## src/rtl/key_sw_pkg.sv

```systemverilog
// key_sw_pkg: register map and default debounce length for the key/switch input port.
package key_sw_pkg;
  localparam logic [1:0] ADDR_SW     = 2'd0;
  localparam logic [1:0] ADDR_KEYLVL = 2'd1;
  localparam logic [1:0] ADDR_PEND   = 2'd2;
  localparam logic [1:0] ADDR_MASK   = 2'd3;
  localparam int DEBOUNCE_CYCLES_DEFAULT = 1000000;
endpackage

```

## src/rtl/debounce_bit.sv

```systemverilog
// debounce_bit: 2-flop synchroniser and hold-time debouncer for one active-low key, with a press pulse.
module debounce_bit #(
  parameter int CYCLES = 4,
  parameter int CNT_W  = 20
) (
  input  logic clk,
  input  logic rst,
  input  logic pin,
  output logic stable,
  output logic fall
);
  logic [1:0] sync_q;
  logic [CNT_W-1:0] cnt;
  logic sync;
  logic done;
  assign sync = sync_q[1];
  assign done = (sync != stable) && (cnt == CNT_W'(CYCLES - 1));
  // a 1->0 transition of the accepted level is a press
  assign fall = done && stable;
  always_ff @(posedge clk or posedge rst)
    if (rst) begin
      sync_q <= 2'b11;
      stable <= 1'b1;
      cnt    <= '0;
    end else begin
      sync_q <= {sync_q[0], pin};
      cnt    <= (sync == stable || done) ? '0 : cnt + 1'b1;
      if (done) stable <= sync;
    end
endmodule

```

## src/rtl/key_sw_input_port.sv

```systemverilog
// key_sw_input_port: memory-mapped reader for DE2 slide switches and debounced pushbuttons,
// with read-to-clear press latches and a masked level interrupt.
module key_sw_input_port
  import key_sw_pkg::*;
#(
  parameter int DEBOUNCE_CYCLES = DEBOUNCE_CYCLES_DEFAULT,
  parameter int CNT_W           = 20
) (
  input  logic        CLOCK_50,
  input  logic        reset,
  input  logic [3:0]  KEY,
  input  logic [17:0] SW,
  input  logic        rd_en,
  input  logic        wr_en,
  input  logic [1:0]  addr,
  input  logic [31:0] wr_data,
  output logic [31:0] rd_data,
  output logic        irq
);
  logic [17:0] sw_q1, sw_q2;
  logic [3:0]  stable_key, fall, pending, mask, pend_next, mask_next, rd_clr;
  logic [31:0] rd_mux;
  logic        unused_wr;
  assign unused_wr = ^wr_data[31:4];
  for (genvar i = 0; i < 4; i++) begin : g_key
    debounce_bit #(.CYCLES(DEBOUNCE_CYCLES), .CNT_W(CNT_W)) u_db (
      .clk(CLOCK_50), .rst(reset), .pin(KEY[i]), .stable(stable_key[i]), .fall(fall[i])
    );
  end
  // only bits that were actually returned get cleared; a concurrent press still lands
  always_comb begin
    rd_clr    = (rd_en && addr == ADDR_PEND) ? pending : 4'h0;
    pend_next = (pending & ~rd_clr) | fall;
    mask_next = (wr_en && addr == ADDR_MASK) ? wr_data[3:0] : mask;
    rd_mux    = addr == ADDR_SW     ? {14'b0, sw_q2} :
                addr == ADDR_KEYLVL ? {28'b0, ~stable_key} :
                addr == ADDR_PEND   ? {28'b0, pending} : {28'b0, mask};
  end
  always_ff @(posedge CLOCK_50 or posedge reset)
    if (reset) begin
      sw_q1   <= '0;
      sw_q2   <= '0;
      pending <= '0;
      mask    <= '0;
      rd_data <= '0;
      irq     <= 1'b0;
    end else begin
      sw_q1   <= SW;
      sw_q2   <= sw_q1;
      pending <= pend_next;
      mask    <= mask_next;
      irq     <= |(pend_next & mask_next);
      if (rd_en) rd_data <= rd_mux;
    end
endmodule

```

## config.mk

```make
export PLATFORM = sky130hd
export DESIGN_NAME = key_sw_input_port
export DESIGN_NICKNAME = d
export VERILOG_FILES = /design/src/rtl/key_sw_pkg.sv /design/src/rtl/debounce_bit.sv /design/src/rtl/key_sw_input_port.sv
export SDC_FILE = /design/constraint.sdc
export NUM_CORES = 1
export LEC_CHECK = 0
export CAP_MARGIN = 20
export CORE_AREA = 3 3 119 121
export DETAILED_ROUTE_END_ITERATION = 16
export DIE_AREA = 0 0 122 124
export PLACE_DENSITY = 0.82
export SYNTH_ARGS = -nofsm -noshare
export SYNTH_HDL_FRONTEND = slang
export SYNTH_SLANG_ARGS = --single-unit
```

## constraint.sdc

```tcl
create_clock -name CLOCK_50 -period 5.2 [get_ports CLOCK_50]
set_input_delay 1.04 -clock CLOCK_50 [delete_from_list [all_inputs] [get_ports CLOCK_50]]
set_output_delay 1.04 -clock CLOCK_50 [all_outputs]
set_load 0.05 [all_outputs]
```

==> results of run 1 <==
==> cell usage in the layout (no fill, tap or decap), types with 4 or more instances in the layout <==
cell	count
nor3_1	12
and4_1	8
xor2_1	40
o21ai_0	14
and3_1	12
clkbuf_16	17
dfrtp_1	143
clkdlybuf4s50_1	50
mux2_2	8
inv_1	29
mux4_2	4
nand3_1	32
nor2_1	92
clkbuf_1	4
or4_1	4
nand2_1	43
conb_1	14
clkinv_2	6
nor4b_1	4
nand4_1	15
ha_1	4
dfstp_2	12
xnor2_1	35
==> cell families (layout without fill, tap and decap cells) <==
family	Yosys count	after routing	share of synthesized area, %
AND/OR/NAND/NOR	245	245	19.1
XOR/XNOR	75	75	10.2
AO/OA/AOI/OAI	20	20	1.80
adder cells (fa/ha/maj)	4	4	0.775
other	1	14	0.0581
flip-flops	155	155	60.3
multiplexers	16	16	3.56
buffers and inverters	54	114	4.24
==> per-layer routing <==
layer | share of wire [%] | vias to the layer above | track usage (%)
li1 | - | 1992 | -
met2 | 51 | 103 | 28.7
met1 | 42 | 2105 | 20.5
met4 | 1.9 | 0 | 7.56
met3 | 5.0 | 20 | 5.09
met5 | 0 | - | 0
==> report_power, final <==
part / leakage [µW] / internal (µW) / switching, µW / total (µW)
Combinational: 0.00104 / 66.9 / 127 / 194
Clock: 0.000273 / 710 / 454 / 1160
Sequential: 0.00201 / 1250 / 24.9 / 1280
Total: 0.00332 / 2030 / 606 / 2630
==> final cells by class <==
class                      count  area, µm²  share of cell area, %
sequential                   155       3890                   50.8
multi-input combinational    374       2340                   30.5
timing repair buffer          53        543                   7.08
clock buffer                  22        454                   5.92
tap                          176        220                   2.87
inverter                      30        118                   1.53
clock inverter                 9       97.6                   1.27
==> critical path: cells and delay by family <==
kind / cells / cell delay [ns]
and+or+nand+nor: 2 / 0.43
AOI/OAI and AO/OA: 3 / 0.68
buffers and inverters: 1 / 0.92
==> flip-flops by register name, indices dropped and copies added (netlist names) <==
| name | count |
|---|---|
| pending | 4 |
| sw_q2 | 18 |
| g_key.u_db.sync_q | 8 |
| sw_q1 | 18 |
| irq | 1 |
| g_key.u_db.cnt | 80 |
| g_key.u_db.stable | 4 |
| rd_data | 18 |
| mask | 4 |
==> final timing paths <==
check,from,to,slack (ns),cells past startpoint
max,rd_en,irq,2.44,6
min,sw_q1[8],sw_q2[8],0.35,0
max reg2reg,g_key[0].u_db.cnt[0],g_key[0].u_db.cnt[15],3.07,6
min reg2reg,sw_q1[8],sw_q2[8],0.35,0
max in group asynchronous,reset,g_key[2].u_db.sync_q[0],3.39,3
min in group asynchronous,reset,rd_data[14],1.04,2
==> through the flow <==
stage	hold slack [ns]	utilization (%)
after floorplan	0.331	-
after global placement	0.334	53.7
after detailed placement	0.336	53.9
after CTS	0.348	58.1
after global routing	0.358	58.1
final	0.348	58.1
==> metrics.md, run 1 <==
| Metric | Value |
|---|---|
| WS Path Type | input pin to register |
| Synth Register Bits | ~160 |
| GP Congestion | 0.832 |
| Final worst-path cycle share | roughly 53% |
| Total vias in the final route | 4220 |
| Initial antenna violation count | 0 |
| Core Footprint | 13200 µm² |
| Setup tns final | 0 ns |
| Run status | finished, final reports clean |
| PostCTS Resize Cnt | 0 |
| Leakage | ~0.0033 µW |
| Worst Setup Start Kind | input pin |
| Top-level I/O count | 93 |
| Leading area contributor after synthesis | dfrtp_1 |
| Clk_skew | ~0.0072 ns |
| Post-synth EDFFs | 0 |
| Die width | approximately 120 µm |
| Max_cap viols | 0 |
| Post-DP Area | approximately 7100 µm² |
| Clk_lat worst skew | 0.43 ns |
| Drt pass-1 iters | 4 |
| Filler cells | 1033 |
| CP required | ~5.5 ns |
| H-tree depth | 4 |
| Avg Inst Size Synth | roughly 11 µm² |
| Tot GR Track Use | 17.1% |
| Root Driver | clkbuf_16 |
| Vias in the first global route | 4325 |
| P&R area growth vs syn | 18.7% |
| Synth top cells by count | dfrtp_1 (143), nor2_1 (92), nand2_1 (43) |
| Synth area leaders | dfrtp_1 (55%), xor2_1 (5.4%), nor2_1 (5.3%), dfstp_2 (4.9%), xnor2_1 (4.7%) |
| RSZ-0062 raised after global routing | false |
| Critical path cell sequence | clkdlybuf4s50_1, nand3b_1, nand2_1, a21boi_0, o22ai_1, a221o_1 |
| # nets final | approximately 700 |
| Setup-failing EPs final | 0 |
| Crit path DAT | 3.07 ns |
| Total Power | roughly 2600 µW |
| Post-route minimum period | around 2.8 ns |
| Slowest Stage Delay on Critical Path | just over 0.9 ns |
| Clock tree buffer depth | 2 |
| Max IR drop VDD | ~0.00025 V |
| First-pass GRT wire length | about 20000 µm |
| Max_slew headroom | a little over half |
| Crit Path Max Fanout | 20 |
| Total gr overflow | 0 |
| Synth async-reset ratio | between 90% and 100% |
| Synth cell types | 45 |
| Initial Util | between 40% and 50% |
| Final Hold Viols | 0 |
| Sink Count | 155 |
| CTS hold repair buffers | 0 |
| Mapped cell area | approximately 6500 µm² |
| Post-synthesis sequential area ratio | 60.3% |
| Die H | between 100 and 150 µm |
| CTS Buf Count | 17 |
| Synth top area share | a little under three fifths |
| Antenna Nets Post-Route | 0 |
| Largest net degree at the start of global routing | a little under 80 |
| Worst Hold Class | register to register |
| Ratio of cells with drive above 1 in the final layout | between 10% and 20% |
| CTS tree | built |
| Initial drt markers | about 270 |
| Routed WL per cell | 14.6 µm |
| Post-route insts no fill | approximately 820 |
| PwrDens | between 300 and 400 nW/µm² |
| Pins Over Slew Limit | 0 |
| Worst setup margin | 2.44 ns |
| WL final | between 10000 and 15000 µm |
| Slowest stage cell on the critical path | clkdlybuf4s50_1 |
| Crit. End Element | register |
| YS warnings | 0 |
| Setup slack at placement | ~2.0 ns |
| Syn Inst Count | 570 |
| Count leader, synth | dfrtp_1 |
| Via density | slightly above 5 |
| Setup Fix Bufs, Post-CTS | 0 |
| Post-synth top flop | dfrtp_1 |
| Ant diodes | 0 |
| Row count | 42 |
| Fmax achieved | between 300 and 400 MHz |
| DP Cell Count | 788 |
| Drt drc | 0 |
| Post-route cell area | approximately 7700 µm² |
| PortBufs | 50 |
| Clk slew on worst S/H paths | about 0.060 ns |
| DP HPWL | ~8100 µm |
| Die footprint | 15100 µm² |
| Worst slew pin tran | a little under 0.7 ns |
Power figures use the tool's default switching activity.
==> run 2: changes to the inputs <==
--- a/config.mk
+++ b/config.mk
@@ -6,10 +6,10 @@
 export NUM_CORES = 1
 export LEC_CHECK = 0
 export CAP_MARGIN = 20
-export CORE_AREA = 3 3 119 121
+export CORE_AREA = 3 3 116 118
 export DETAILED_ROUTE_END_ITERATION = 16
-export DIE_AREA = 0 0 122 124
-export PLACE_DENSITY = 0.82
+export DIE_AREA = 0 0 119 121
+export PLACE_DENSITY = 0.83
 export SYNTH_ARGS = -nofsm -noshare
 export SYNTH_HDL_FRONTEND = slang
 export SYNTH_SLANG_ARGS = --single-unit
==> constraint.sdc (replaced) <==
create_clock -name CLOCK_50 -period 2.6 [get_ports CLOCK_50]
set_input_delay 0.52 -clock CLOCK_50 [delete_from_list [all_inputs] [get_ports CLOCK_50]]
set_output_delay 0.52 -clock CLOCK_50 [all_outputs]
set_load 0.05 [all_outputs]
==> run 2 against run 1 <==
Effect of this change:
- combinational power rose by 99%
- die area is 4.8% lower
- final cell count fell by 0.37%
- clock power increased by 110%
- sequential power rose by 99%
- routed wire length up 2.3%
- largest cell class unchanged
==> metrics.md, run 2 (synthesized netlist as in run 1, its figures left out) <==
| Metric | Value |
|---|---|
| # nets final | 696 (+0.14%) |
| Die footprint | 14400 µm² (-4.8%) |
| DP HPWL | 8190 µm (+1.1%) |
| PortBufs | 50 (unchanged) |
| Final worst-path cycle share | roughly 83% |
| Slowest Stage Delay on Critical Path | 0.82 ns (-0.10 ns) |
| Setup tns final | 0 ns (unchanged) |
| Cell-internal power | 4110 µW (+100%) |
| RSZ-0062 raised after global routing | false |
| Via density | 5.17 (+0.39%) |
| Filler cells | 964 (-6.7%) |
| Gate power share | 7.2% (-0.2 points) |
| Slowest stage cell on the critical path | clkdlybuf4s50_1 |
| WL final | 12300 µm (+2.3%) |
| Leakage | 0.00332 µW (+0.23%) |
| Psw | 1260 µW (+110%) |
| Worst Setup Start Kind | register |
| Setup-failing EPs final | 0 (unchanged) |
| Clk slew on worst S/H paths | 0.06 ns (about the same) |
| CTS Buf Count | 17 (unchanged) |
| WHS Path Cells | 0 (unchanged) |
| Crit Path Max Fanout | 2 (-90%) |
| Sink Count | 155 (unchanged) |
| Tot GR Track Use | 18.4% (+1.3 points) |
| Ant diodes | 0 (unchanged) |
| Pins Over Slew Limit | 0 (unchanged) |
| Die H | 121 µm (-2.4%) |
| Antenna Nets Post-Route | 0 (unchanged) |
| Worst path depth | 1 (-5) |
| Crit path buf inv count | 1 (unchanged) |
| Clock tree buffer depth | 2 (unchanged) |
| Routed WL per cell | 15.0 µm (+2.7%) |
| Fmax achieved | between 400 and 500 MHz |
| PwrDens | 698 nW/µm² (+100%) |
| Crit path DAT | 1.65 ns (-1.42 ns) |
| Row count | 41 (-2.4%) |
| Max_slew headroom | 52.8% (-0.68 points) |
| Final Hold Viols | 0 (unchanged) |
| Total gr overflow | 0 (unchanged) |
| Max reg flops | 80 (unchanged) |
| Sequential share of power | 47.5% (-1.0 points) |
| Initial antenna violation count | 0 (unchanged) |
| P&R area growth vs syn | 19.1% |
| Drt drc | 0 (unchanged) |
| Ratio of cells with drive above 1 in the final layout | 11.2% (+0.76 points) |
| Critical path cell sequence | clkdlybuf4s50_1 |
| Setup Fix Bufs, Post-CTS | 0 (unchanged) |
| First-pass GRT wire length | 20800 µm (+4.0%) |
| Worst slew pin tran | 0.709 ns (+0.0124 ns) |
| Clk_lat worst skew | 0.43 ns (about the same) |
| Post-layout util | 61.2% (+3.1 points) |
| Sw frac | 23.5% (+0.45 points) |
| Max IR drop VDD | 0.000442 V (+75%) |
| Most frequent cells in the layout | dfrtp_1 (143), nor2_1 (92), clkdlybuf4s50_1 (50) |
| Drt pass-1 iters | 4 (unchanged) |
| Initial Util | 51.4% (+2.4 points) |
| Die width | 119 µm (-2.5%) |
| Vias in the first global route | 4333 (+0.18%) |
| Run status | finished, final reports clean |
| Root Driver | clkbuf_16 |
| Most common cell after layout, fill and taps aside | dfrtp_1 |
| Post-route minimum period | ~2.2 ns |
| CP required | 2.08 ns (-3.43 ns) |
| PostCTS Resize Cnt | 0 (unchanged) |
| Depth of the worst register-to-register path | 6 (unchanged) |
| Total vias in the final route | 4221 (+0.024%) |
| Crit. End Element | output pin |
| CTS tree | built |
| Core Footprint | 12600 µm² (-4.7%) |
| Clk pwr share | 45.3% (+1.1 points) |
| Total Power | 5370 µW (+100%) |
| Critical path's top delay family | buffers and inverters |
| Initial drt markers | 333 (+24%) |
| GP Congestion | 0.839 (+0.93%) |
| Worst Hold Class | register to register |
| Largest net degree at the start of global routing | 98 (+26%) |
| H-tree depth | 4 (unchanged) |
| Clk_skew | 0.00931 ns (+0.00215 ns) |
| Largest Register | g_key.u_db.cnt |
| Max_cap viols | 0 (unchanged) |
| CTS hold repair buffers | 0 (unchanged) |
| Top-level I/O count | 93 (unchanged) |
| WS Path Type | register to output pin |
run 2: through the flow:
stage          setup slack [ns]  instance area (µm²)  hold slack (ns)  instances
3_5_place_dp              0.171                 7110            0.335        785
6_report                  0.432                 7700            0.348        816
3_3_place_gp              0.292                 7110            0.336        785
4_1_cts                   0.419                 7700            0.350        816
5_1_grt                   0.328                 7700            0.353        816
2_1_floorplan             0.131                 6510            0.331        583
run 2: final timing paths:
path / startpoint / endpoint / slack, ns
max: rd_data[3] / rd_data[3] / 0.43
min: sw_q1[16] / sw_q2[16] / 0.35
max reg2reg: g_key[1].u_db.cnt[0] / g_key[1].u_db.cnt[16] / 0.50
min reg2reg: sw_q1[16] / sw_q2[16] / 0.35
max in group asynchronous: reset / rd_data[4] / 1.41
min in group asynchronous: reset / g_key[0].u_db.cnt[3] / 0.58
run 2: routing by layer:
metal	GRT usage, %	wire length, µm	vias to the layer above
met1	23.4	5390	2104
li1	-	-	1994
met2	30.0	6120	104
met4	9.41	307	0
met3	3.78	444	19
met5	0	0	-
run 2: power groups by stage:
stage	clock [µW]	sequential [µW]	combinational (µW)
3_3_place_gp	0	2590	380
3_5_place_dp	0	2600	389
6_report	2430	2550	387
2_1_floorplan	0	2660	191
5_1_grt	2580	2560	418
4_1_cts	2470	2550	393
run 2: cell type report:
type | count | area, µm² | share of cell area, %
flip-flops and latches | 155 | 3890 | 50.6
multi-input cells | 374 | 2340 | 30.4
repair buffers | 54 | 543 | 7.06
clock buffers | 20 | 467 | 6.06
well taps | 172 | 215 | 2.80
clock inverters | 11 | 120 | 1.56
inverters | 30 | 116 | 1.51
==> run 3: changes to the inputs <==
--- a/config.mk
+++ b/config.mk
@@ -6,10 +6,10 @@
 export NUM_CORES = 1
 export LEC_CHECK = 0
 export CAP_MARGIN = 20
-export CORE_AREA = 3 3 116 118
+export CORE_AREA = 3 3 119 121
 export DETAILED_ROUTE_END_ITERATION = 16
-export DIE_AREA = 0 0 119 121
-export PLACE_DENSITY = 0.83
+export DIE_AREA = 0 0 122 124
+export PLACE_DENSITY = 0.82
 export SYNTH_ARGS = -nofsm -noshare
 export SYNTH_HDL_FRONTEND = slang
 export SYNTH_SLANG_ARGS = --single-unit
==> constraint.sdc (replaced) <==
create_clock -name CLOCK_50 -period 1.87 [get_ports CLOCK_50]
set_input_delay 0.374 -clock CLOCK_50 [delete_from_list [all_inputs] [get_ports CLOCK_50]]
set_output_delay 0.374 -clock CLOCK_50 [all_outputs]
set_load 0.05 [all_outputs]
==> run 3 against run 2 <==
Effect of this change:
- the flow now finishes with violations (negative setup slack)
- routed wire length is 7.0% higher
- final area is 5.3% higher
- sequential power is 39% higher
- register-to-register slack worse by 0.54 ns
- combinational power is 49% higher
- final cell count is 5.4% higher
- worst setup slack worse by 0.47 ns
- clock skew hardly changed
==> metrics.md, run 3 (synthesized netlist as in run 1, its figures left out) <==
| Metric | Value |
|---|---|
| Max reg flops | 80 (unchanged) |
| WS Path Type | register to register |
| CTS tree | built |
| PwrDens | 933 nW/µm² (+34%) |
| Fmax achieved | about 520 MHz |
| Total gr overflow | 0 (unchanged) |
| DP HPWL | 8920 µm (+8.9%) |
| Worst Setup Start Kind | register |
| Total vias in the final route | 4368 (+3.5%) |
| Area occupied by multi-input gates | 2420 µm² (+3.5%) |
| Post-route insts no fill | 860 (+5.4%) |
| DP Cell Count | 823 (+4.8%) |
| Pins Over Slew Limit | 0 (unchanged) |
| Most common cell after layout, fill and taps aside | dfrtp_1 |
| Failing checks | negative setup slack |
| Max_cap viols | 0 (unchanged) |
| Reg-to-Reg End | g_key[2].u_db.stable |
| Worst setup margin | -0.0374 ns (-0.469 ns) |
| Largest net degree at the start of global routing | 64 (-35%) |
| Top-level I/O count | 93 (unchanged) |
| Sequential share of power | 46.9% (-0.6 points) |
| Root Driver | clkbuf_16 |
| Clk slew on worst S/H paths | 0.07 ns (about the same) |
| Die footprint | 15100 µm² (+5.1%) |
| Tot GR Track Use | 18.4% (+0.023 points) |
| Core Footprint | 13200 µm² (+4.9%) |
| Crit path DAT | 2.25 ns (+0.60 ns) |
| Crit Path Max Fanout | 3 (+1) |
| WL final | 13100 µm (+7.0%) |
| P&R area growth vs syn | 25.5% |
| Setup-failing EPs final | 7 (+7) |
| Row count | 42 (+2.4%) |
| Leakage | 0.00363 µW (+9.2%) |
| Worst Hold Class | input pin to async pin |
| Max IR drop VDD | 0.000621 V (+41%) |
| Ant diodes | 0 (unchanged) |
| Initial antenna violation count | 1 (+1) |
| CP required | 2.22 ns (+0.14 ns) |
| Initial drt markers | 332 (-0.30%) |
| H-tree depth | 4 (unchanged) |
| GP Congestion | 0.852 (+1.5%) |
| Largest Register | g_key.u_db.cnt |
| Die width | 122 µm (+2.5%) |
| Drt pass-1 iters | 4 (unchanged) |
| Final worst-path cycle share | 102% |
| RSZ-0062 raised after global routing | true |
| Clock tree buffer depth | 2 (unchanged) |
| Sw frac | 24.4% (+0.96 points) |
| CTS Buf Count | 17 (unchanged) |
| Psw | 1850 µW (+47%) |
| Crit. End Element | register |
| Routed WL per cell | 15.3 µm (+1.5%) |
| Die H | 124 µm (+2.5%) |
| Cell-internal power | 5720 µW (+39%) |
| CTS hold repair buffers | 0 (unchanged) |
| # nets final | 735 (+5.6%) |
| Register area | 3890 µm² (unchanged) |
| Antenna Nets Post-Route | 0 (unchanged) |
| Final Hold Viols | 0 (unchanged) |
| Filler cells | 983 (+2.0%) |
| Via density | 5.08 (-1.8%) |
| Clk pwr share | 45.5% (+0.2 points) |
| Vias in the first global route | 4623 (+6.7%) |
| Worst R2R Setup Slack | -0.04 ns (-0.54 ns) |
| Post-route minimum period | 1.91 ns |
| Run status | finished, violations left |
| Clk_lat worst skew | 0.42 ns (about the same) |
| PortBufs | 50 (unchanged) |
| Gate power share | 7.6% (+0.4 points) |
| Sink Count | 155 (unchanged) |
| Most frequent cells in the layout | dfrtp_1 (143), nor2_1 (89), buf_4 (45) |
| Drt drc | 0 (unchanged) |
| Initial Util | 49.0% (-2.4 points) |
| Worst R2R Start | g_key[2].u_db.cnt[11] |
| First-pass GRT wire length | 21700 µm (+4.4%) |
| Ratio of cells with drive above 1 in the final layout | 19.4% (+8.3 points) |
| Depth of the worst register-to-register path | 4 (-2) |
| Post-layout util | 61.4% (+0.21 points) |
| Clk_skew | 0.00917 ns (-0.000132 ns) |
| Hold Worst Slack | 0.281 ns (-0.0671 ns) |
[run 3: cell types whose count changed in the layout (fill, tap and decap cells not counted), moves of 3 or more]
cell and change:
buf_4 +42, clkdlybuf4s50_1 -19, dlygate4sd2_1 +12, inv_6 +6, buf_12 +4, nor2_1 -3
[run 3: timing repair]
action	CTS	global route
gates resized for setup	15	16
pin swaps	3	7
endpoints found under the setup margin	67	77
cloned	0	0
setup buffers	2	3
[run 3: worst max-delay path by stage]
stage | from | to | cells past startpoint
6_report | g_key[2].u_db.cnt[11] | g_key[2].u_db.stable | 4
3_3_place_gp | addr[1] | irq | 4
5_1_grt | g_key[2].u_db.cnt[11] | g_key[2].u_db.stable | 4
4_1_cts | g_key[1].u_db.cnt[0] | irq | 7
3_5_place_dp | addr[1] | irq | 4
2_1_floorplan | reset | g_key[0].u_db.cnt[0] | 1
[run 3: power by group through the flow]
stage	sequential, µW	clock (µW)	combinational, µW
floorplan	3700	0	265
global placement	3600	0	562
detailed placement	3610	0	578
CTS	3550	3500	578
global route	3560	3640	626
finish	3550	3440	578
[run 3: stage by stage]
step                area (µm²)  TNS (ns)  setup slack (ns)  power, µW
finish                    8100   -0.0685           -0.0374       7560
global route              8100     -1.02           -0.0690       7830
CTS                       8020   -0.0778           -0.0385       7620
detailed placement        7400     -1.33            -0.259       4180
global placement          7400    -0.718            -0.226       4160
floorplan                 6510    -64.79            -0.453       3960
[run 3: per-layer routing]
metal  track usage (%)  routed length (µm)  share of wire (%)  vias to the layer above
li1                  -                   -                  -                     2069
met1              21.5                5380                 41                     2176
met2              32.6                6960                 53                      103
met3              4.81                 547                4.2                       18
met4              7.14                 226                1.7                        2
met5                 0                  13              0.099                        -
[run 3: cell type report]
type                    count  area share, %
flip-flops and latches    155           48.0
clock buffers              18           5.42
well taps                 176           2.72
repair buffers             93           10.5
inverters                  30           1.44
multi-input cells         374           29.9
clock inverters            14           1.95
[run 3: worst max-delay path: stages, from the launching register on]
cell and delay [ns]:
dfrtp_1 0.38, or4b_4 0.55, nor4_4 0.38, nand2_2 0.19, mux2_4 0.33
